$ cat config.mk
export PLATFORM = sky130hd
export DESIGN_NAME = mdclcg_ctrl
export DESIGN_NICKNAME = d
export VERILOG_FILES = /design/src/rtl/mdclcg_pkg.sv /design/src/rtl/mdclcg_packer.sv /design/src/rtl/mdclcg_ctrl.sv
export SDC_FILE = /design/constraint.sdc
export NUM_CORES = 1
export LEC_CHECK = 0
export CORE_AREA = 5 5 139 141
export DETAILED_ROUTE_END_ITERATION = 8
export DIE_AREA = 0 0 144 146
export REMOVE_ABC_BUFFERS = 1
export SETUP_SLACK_MARGIN = 0.5
export SYNTH_ARGS = -nofsm -noshare
export SYNTH_HDL_FRONTEND = slang
export SYNTH_SLANG_ARGS = --single-unit
export TNS_END_PERCENT = 50
$ cat constraint.sdc
create_clock -name clk1 -period 2.3 [get_ports clk1]
set_clock_uncertainty 0.15 [all_clocks]
set_input_delay 0.69 -clock clk1 [delete_from_list [all_inputs] [get_ports clk1]]
set_output_delay 0.69 -clock clk1 [all_outputs]
set_load 0.02 [all_outputs]
$ cat src/rtl/mdclcg_pkg.sv
// Shared types and constants for the modified dual-CLCG controller.
package mdclcg_pkg;

    localparam int SEED_W     = 16;
    localparam int PARAM_W    = 4;
    localparam int LANE_W     = 4;
    localparam int DEF_WORD_W = 16;
    localparam int DEF_WARMUP = 8;

    typedef enum logic [1:0] {
        ST_IDLE,
        ST_LOAD,
        ST_WARM,
        ST_RUN
    } state_e;

    typedef struct packed {
        logic [SEED_W-1:0]   seed;
        logic [4*LANE_W-1:0] a;
        logic [4*LANE_W-1:0] b;
        logic [PARAM_W-1:0]  m;
        logic [PARAM_W-1:0]  r;
    } cfg_t;

endpackage

$ cat src/rtl/mdclcg_packer.sv
// Serial-to-parallel packer: collects z_i bits MSB-first into words and
// holds one completed word for the consumer, flagging drops as overflow.
module mdclcg_packer #(
    parameter int WORD_W = 16
) (
    input  logic              clk,
    input  logic              rst_n,
    input  logic              clr,
    input  logic              collect,
    input  logic              bit_in,
    input  logic              out_ready,
    input  logic              ovf_clr,
    output logic [WORD_W-1:0] out_data,
    output logic              out_valid,
    output logic              overflow
);

    localparam int                CNT_W    = $clog2(WORD_W);
    localparam logic [CNT_W-1:0]  CNT_LAST = CNT_W'(WORD_W - 1);

    logic [WORD_W-1:0] shreg_q, shreg_d;
    logic [WORD_W-1:0] data_q, data_d;
    logic [CNT_W-1:0]  cnt_q, cnt_d;
    logic              vld_q, vld_d;
    logic              ovf_q, ovf_d;
    logic              done;

    always_comb begin
        shreg_d = shreg_q;
        cnt_d   = cnt_q;
        data_d  = data_q;
        vld_d   = vld_q;
        ovf_d   = ovf_q;
        done    = collect && (cnt_q == CNT_LAST);

        if (ovf_clr) ovf_d = 1'b0;

        if (clr) begin
            shreg_d = '0;
            cnt_d   = '0;
        end else if (collect) begin
            shreg_d = {shreg_q[WORD_W-2:0], bit_in};
            cnt_d   = done ? '0 : cnt_q + CNT_W'(1);
        end

        // A completed word may replace the held one only if it is leaving this cycle.
        if (done && (!vld_q || out_ready)) begin
            data_d = shreg_d;
            vld_d  = 1'b1;
        end else if (done) begin
            ovf_d = 1'b1;
        end else if (vld_q && out_ready) begin
            vld_d = 1'b0;
        end
    end

    always_ff @(posedge clk or negedge rst_n) begin
        if (!rst_n) begin
            shreg_q <= '0;
            cnt_q   <= '0;
            data_q  <= '0;
            vld_q   <= 1'b0;
            ovf_q   <= 1'b0;
        end else begin
            shreg_q <= shreg_d;
            cnt_q   <= cnt_d;
            data_q  <= data_d;
            vld_q   <= vld_d;
            ovf_q   <= ovf_d;
        end
    end

    assign out_data  = data_q;
    assign out_valid = vld_q;
    assign overflow  = ovf_q;

endmodule

$ cat src/rtl/mdclcg_ctrl.sv
// Sequencer for the modified dual-CLCG datapath: config handshake, start
// pulse, warm-up discard and word packing of the z_i stream.
module mdclcg_ctrl
    import mdclcg_pkg::*;
#(
    parameter int WORD_W = DEF_WORD_W,
    parameter int WARMUP = DEF_WARMUP
) (
    input  logic                clk1,
    input  logic                rst,
    input  logic                cfg_valid,
    output logic                cfg_ready,
    input  logic [SEED_W-1:0]   cfg_seed,
    input  logic [4*LANE_W-1:0] cfg_a,
    input  logic [4*LANE_W-1:0] cfg_b,
    input  logic [PARAM_W-1:0]  cfg_m,
    input  logic [PARAM_W-1:0]  cfg_r,
    input  logic                stop,
    input  logic                en,
    output logic                dp_start,
    output logic [SEED_W-1:0]   dp_seed,
    output logic [4*LANE_W-1:0] dp_a,
    output logic [4*LANE_W-1:0] dp_b,
    output logic [PARAM_W-1:0]  dp_m,
    output logic [PARAM_W-1:0]  dp_r,
    input  logic                z_i,
    output logic [WORD_W-1:0]   out_data,
    output logic                out_valid,
    input  logic                out_ready,
    output logic                busy,
    output logic                overflow,
    output logic                cfg_err
);

    localparam logic [7:0] WARM_LAST = 8'(WARMUP - 1);

    state_e     state_q, state_d;
    cfg_t       cfg_q, cfg_d;
    logic [7:0] warm_q, warm_d;
    logic       dp_start_q, dp_start_d;
    logic       cfg_err_q, cfg_err_d;
    logic       stop_eff, cfg_hs, cfg_ok, collect;

    assign cfg_ready = (state_q == ST_IDLE) || (state_q == ST_RUN);
    assign busy      = (state_q != ST_IDLE);

    // stop outranks a simultaneous config, but has no effect while idle.
    assign stop_eff = stop && (state_q != ST_IDLE);
    assign cfg_hs   = cfg_valid && cfg_ready && !stop_eff;
    assign cfg_ok   = cfg_hs && (cfg_m != '0);
    assign collect  = (state_q == ST_RUN) && en && !stop_eff && !cfg_ok;

    always_comb begin
        state_d    = state_q;
        cfg_d      = cfg_q;
        warm_d     = warm_q;
        dp_start_d = cfg_ok;
        cfg_err_d  = cfg_hs && (cfg_m == '0);

        if (stop_eff) begin
            state_d = ST_IDLE;
        end else if (cfg_ok) begin
            state_d    = ST_LOAD;
            cfg_d.seed = cfg_seed;
            cfg_d.a    = cfg_a;
            cfg_d.b    = cfg_b;
            cfg_d.m    = cfg_m;
            cfg_d.r    = cfg_r;
        end else begin
            case (state_q)
                ST_LOAD: begin
                    warm_d  = '0;
                    state_d = (WARMUP == 0) ? ST_RUN : ST_WARM;
                end
                ST_WARM: begin
                    if (warm_q == WARM_LAST) state_d = ST_RUN;
                    else                     warm_d  = warm_q + 8'd1;
                end
                default: ;
            endcase
        end
    end

    always_ff @(posedge clk1 or negedge rst) begin
        if (!rst) begin
            state_q    <= ST_IDLE;
            cfg_q      <= '0;
            warm_q     <= '0;
            dp_start_q <= 1'b0;
            cfg_err_q  <= 1'b0;
        end else begin
            state_q    <= state_d;
            cfg_q      <= cfg_d;
            warm_q     <= warm_d;
            dp_start_q <= dp_start_d;
            cfg_err_q  <= cfg_err_d;
        end
    end

    assign dp_start = dp_start_q;
    assign cfg_err  = cfg_err_q;
    assign dp_seed  = cfg_q.seed;
    assign dp_a     = cfg_q.a;
    assign dp_b     = cfg_q.b;
    assign dp_m     = cfg_q.m;
    assign dp_r     = cfg_q.r;

    mdclcg_packer #(
        .WORD_W(WORD_W)
    ) u_packer (
        .clk      (clk1),
        .rst_n    (rst),
        .clr      (state_q == ST_LOAD),
        .collect  (collect),
        .bit_in   (z_i),
        .out_ready(out_ready),
        .ovf_clr  (cfg_ok),
        .out_data (out_data),
        .out_valid(out_valid),
        .overflow (overflow)
    );

endmodule

==> metrics.txt <==
final setup fails=0; DR iter-0 viols=119; mux contribution to synthesized area=22.3%; critical-path maximum fanout=5; setup ws final=0.0321 ns; die area=21000 µm²; power density cells=1210 nW/µm²; post-route ant nets=0; Max clock buf depth=2; number of global-route vias before repair=3553; initial core utilization=24.7%; Synth Area in Simple Gates=9.04%; fin crit period=2.27 ns; worst slew pin tran=0.341 ns; DRT Wirelength=11700 µm; largest family of logic cells by synthesized area=multiplexers; DP Area=6270 µm²; via count=3198; Ports=141; initial antenna violation count=1; Worst-path clk slew=0.07 ns; pre-CTS setup slack=-0.600 ns; DRC=0; PortBufs=140; Worst EP required=2.37 ns; DPL Wire Length=7700 µm; Peak VDD IR=0.576 mV; DR WL/cell=15.9 µm; crit-path max cell delay=0.55 ns; outcome=completed; Mapped Cells=325; Inserted Clock Buffers=9; Row Count=49; Leakage=3.20 nW; htree depth=3; Synth Area in XOR/XNOR=0%; GRT Total Usage=11.6%; largest net degree at the start of global routing=56; Synth Area per Inst=13.5 µm²; Setup TNS=0 ns; Unique masters post-synth=39; Die H=146 µm; total gr overflow=0; Synth Register Bits=105; P&R area growth vs syn=54.4%; width of the chip=144 µm; Setup CP Type=in2reg; CTS tree=done; critical path capture point type=flop; Synth Area in Compound Gates=5.17%; Mapped Area=4400 µm²; hold crit path type=in2async; FMAX=441 MHz; clock latency on the worst-skew pair=0.34 ns; Warnings, synthesis=0; routability congestion estimate=0.747; worst endpoint data arrival time=2.34 ns; RSZ-0062 raised after global routing=yes; Layout Nets=574; CTS sink count=105; first-pass GRT wire length=19200 µm; Core Area=17800 µm²; Final Hold Viols=0; Initial DRT Pass Iterations=5; CP Launch Type=input port; final critical-path share of the clock period=98.6%; vias per cell=4.33; worst-path cell with the longest stage delay=or4_4; Root Buffer=clkbuf_16; Total Power=8.21 mW; CP cell instances=buf_6 > or4_4 > a211oi_4 > buf_4 > buf_8 > buf_12 > buf_16 > mux2i_1 > nor2_1; Max-Cap Viols=0; adder-cell share of the synthesized area=1.71%; post-synthesis sequential area ratio=59.7%; fin area=6800 µm²; Slew Viols, Final=0; Slew headroom=77.2%; layout cells sized above 1=45.4%; ANT cells=0
## critical path: cells and delay by family
| family | cells | cell delay [ns] |
|---|---|---|
| buf+inv | 5 | 0.57 |
| compound gates | 1 | 0.24 |
| mux | 1 | 0.21 |
| simple gates | 2 | 0.61 |
## through the flow
stage | std cells | utilization [%] | hold WS [ns]
after floorplan | 313 | - | 0.244
after global placement | 704 | 35.1 | 0.336
after detailed placement | 704 | 35.1 | 0.334
after CTS | 736 | 39.0 | 0.178
after global routing | 738 | 38.1 | 0.195
final | 738 | 38.1 | 0.181
## per-layer routing
| layer | part of all wire, % | up-vias | GRT usage (%) |
|---|---|---|---|
| li1 | - | 1505 | - |
| met1 | 42 | 1567 | 13.9 |
| met2 | 48 | 111 | 18.4 |
| met3 | 9.3 | 13 | 5.23 |
| met4 | 1.3 | 2 | 3.81 |
| met5 | 0.060 | - | 0 |
## registers in the layout, summed over array words and instances, names as in the netlist, 2 cells and up
signal             count
dp_a                  16
dp_b                  16
dp_m                   4
dp_r                   4
dp_seed               16
state_q                2
u_packer.cnt_q         4
u_packer.out_data     16
u_packer.shreg_q      15
warm_q                 8
## area by class of cell
cell class / instances / area (µm²)
fill: 1714 / 11000
sequential: 105 / 2630
multi-input combinational: 200 / 1870
timing repair buffer: 181 / 1650
tap: 229 / 287
clock buffer: 11 / 253
clock inverter: 4 / 76.3
inverter: 8 / 35.0
## power breakdown
part | leakage [nW] | total (mW) | internal, mW | switching, mW
Combinational | 1.70 | 3.76 | 1.81 | 1.95
Clock | 0.158 | 1.69 | 1.01 | 0.680
Sequential | 1.34 | 2.76 | 2.43 | 0.334
## cell usage in the layout, fill, tap and decap left out, drive strengths merged, types with 7 or more instances in the layout
cell type,n
inv,8
nand3,7
clkbuf,80
nor2,20
buf,48
mux2,68
dfrtp,105
mux2i,18
clkdlybuf4s50,55
nand2,18
nor2b,18
## cell families after synthesis
group | after synthesis
fa+ha+maj | 6
flops | 105
compound gates | 29
mux | 86
buf+inv | 20
simple gates | 79
## Yosys cell counts
cell type	instances	area share, %
a211oi_1	1	0.17
a211oi_4	1	0.45
a21boi_0	1	0.17
a21o_1	1	0.17
a21oi_1	3	0.34
a22o_1	5	0.99
a31o_2	1	0.20
a31oi_1	1	0.14
a32o_1	2	0.45
and2_1	1	0.14
and3_1	2	0.28
buf_2	7	0.80
buf_6	1	0.26
clkbuf_1	4	0.34
dfrtp_1	105	60
ha_1	6	1.7
inv_1	7	0.60
inv_2	1	0.085
mux2_2	58	15
mux2_4	10	3.4
mux2i_1	18	4.1
nand2_1	18	1.5
nand2b_1	3	0.43
nand3_1	6	0.68
nand3_2	1	0.23
nand3b_1	1	0.17
nor2_1	20	1.7
nor2b_1	18	2.6
nor3_1	4	0.45
o211ai_1	1	0.17
o21ai_0	5	0.57
o2bb2ai_1	1	0.20
o311ai_0	2	0.40
o31ai_1	2	0.34
o41ai_1	2	0.40
or2_2	1	0.14
or3_1	2	0.28
or4_1	1	0.17
or4_4	1	0.26
## final timing paths
| path | cells after the start | endpoint | slack, ns | startpoint |
|---|---|---|---|---|
| worst max-delay path | 9 | u_packer.shreg_q[6] | 0.03 | cfg_m[2] |
| worst min-delay path | 2 | u_packer.overflow | 0.18 | rst |
| worst max register to register | 12 | u_packer.shreg_q[6] | 0.08 | state_q[0] |
| worst min register to register | 1 | dp_seed[12] | 0.35 | dp_seed[12] |
| max in group asynchronous | 2 | dp_a[15] | 1.55 | rst |
| min in group clk1 | 1 | dp_seed[12] | 0.35 | dp_seed[12] |
## repair_timing
item                       4_1_cts  5_1_grt
setup buffers                   10        2
setup endpoints to repair      182      182
gates cloned                     7        0
hold buffers                     0        0
pin swaps                        6       20
gates resized for setup         57      187
(Power assumes the default switching activity.)
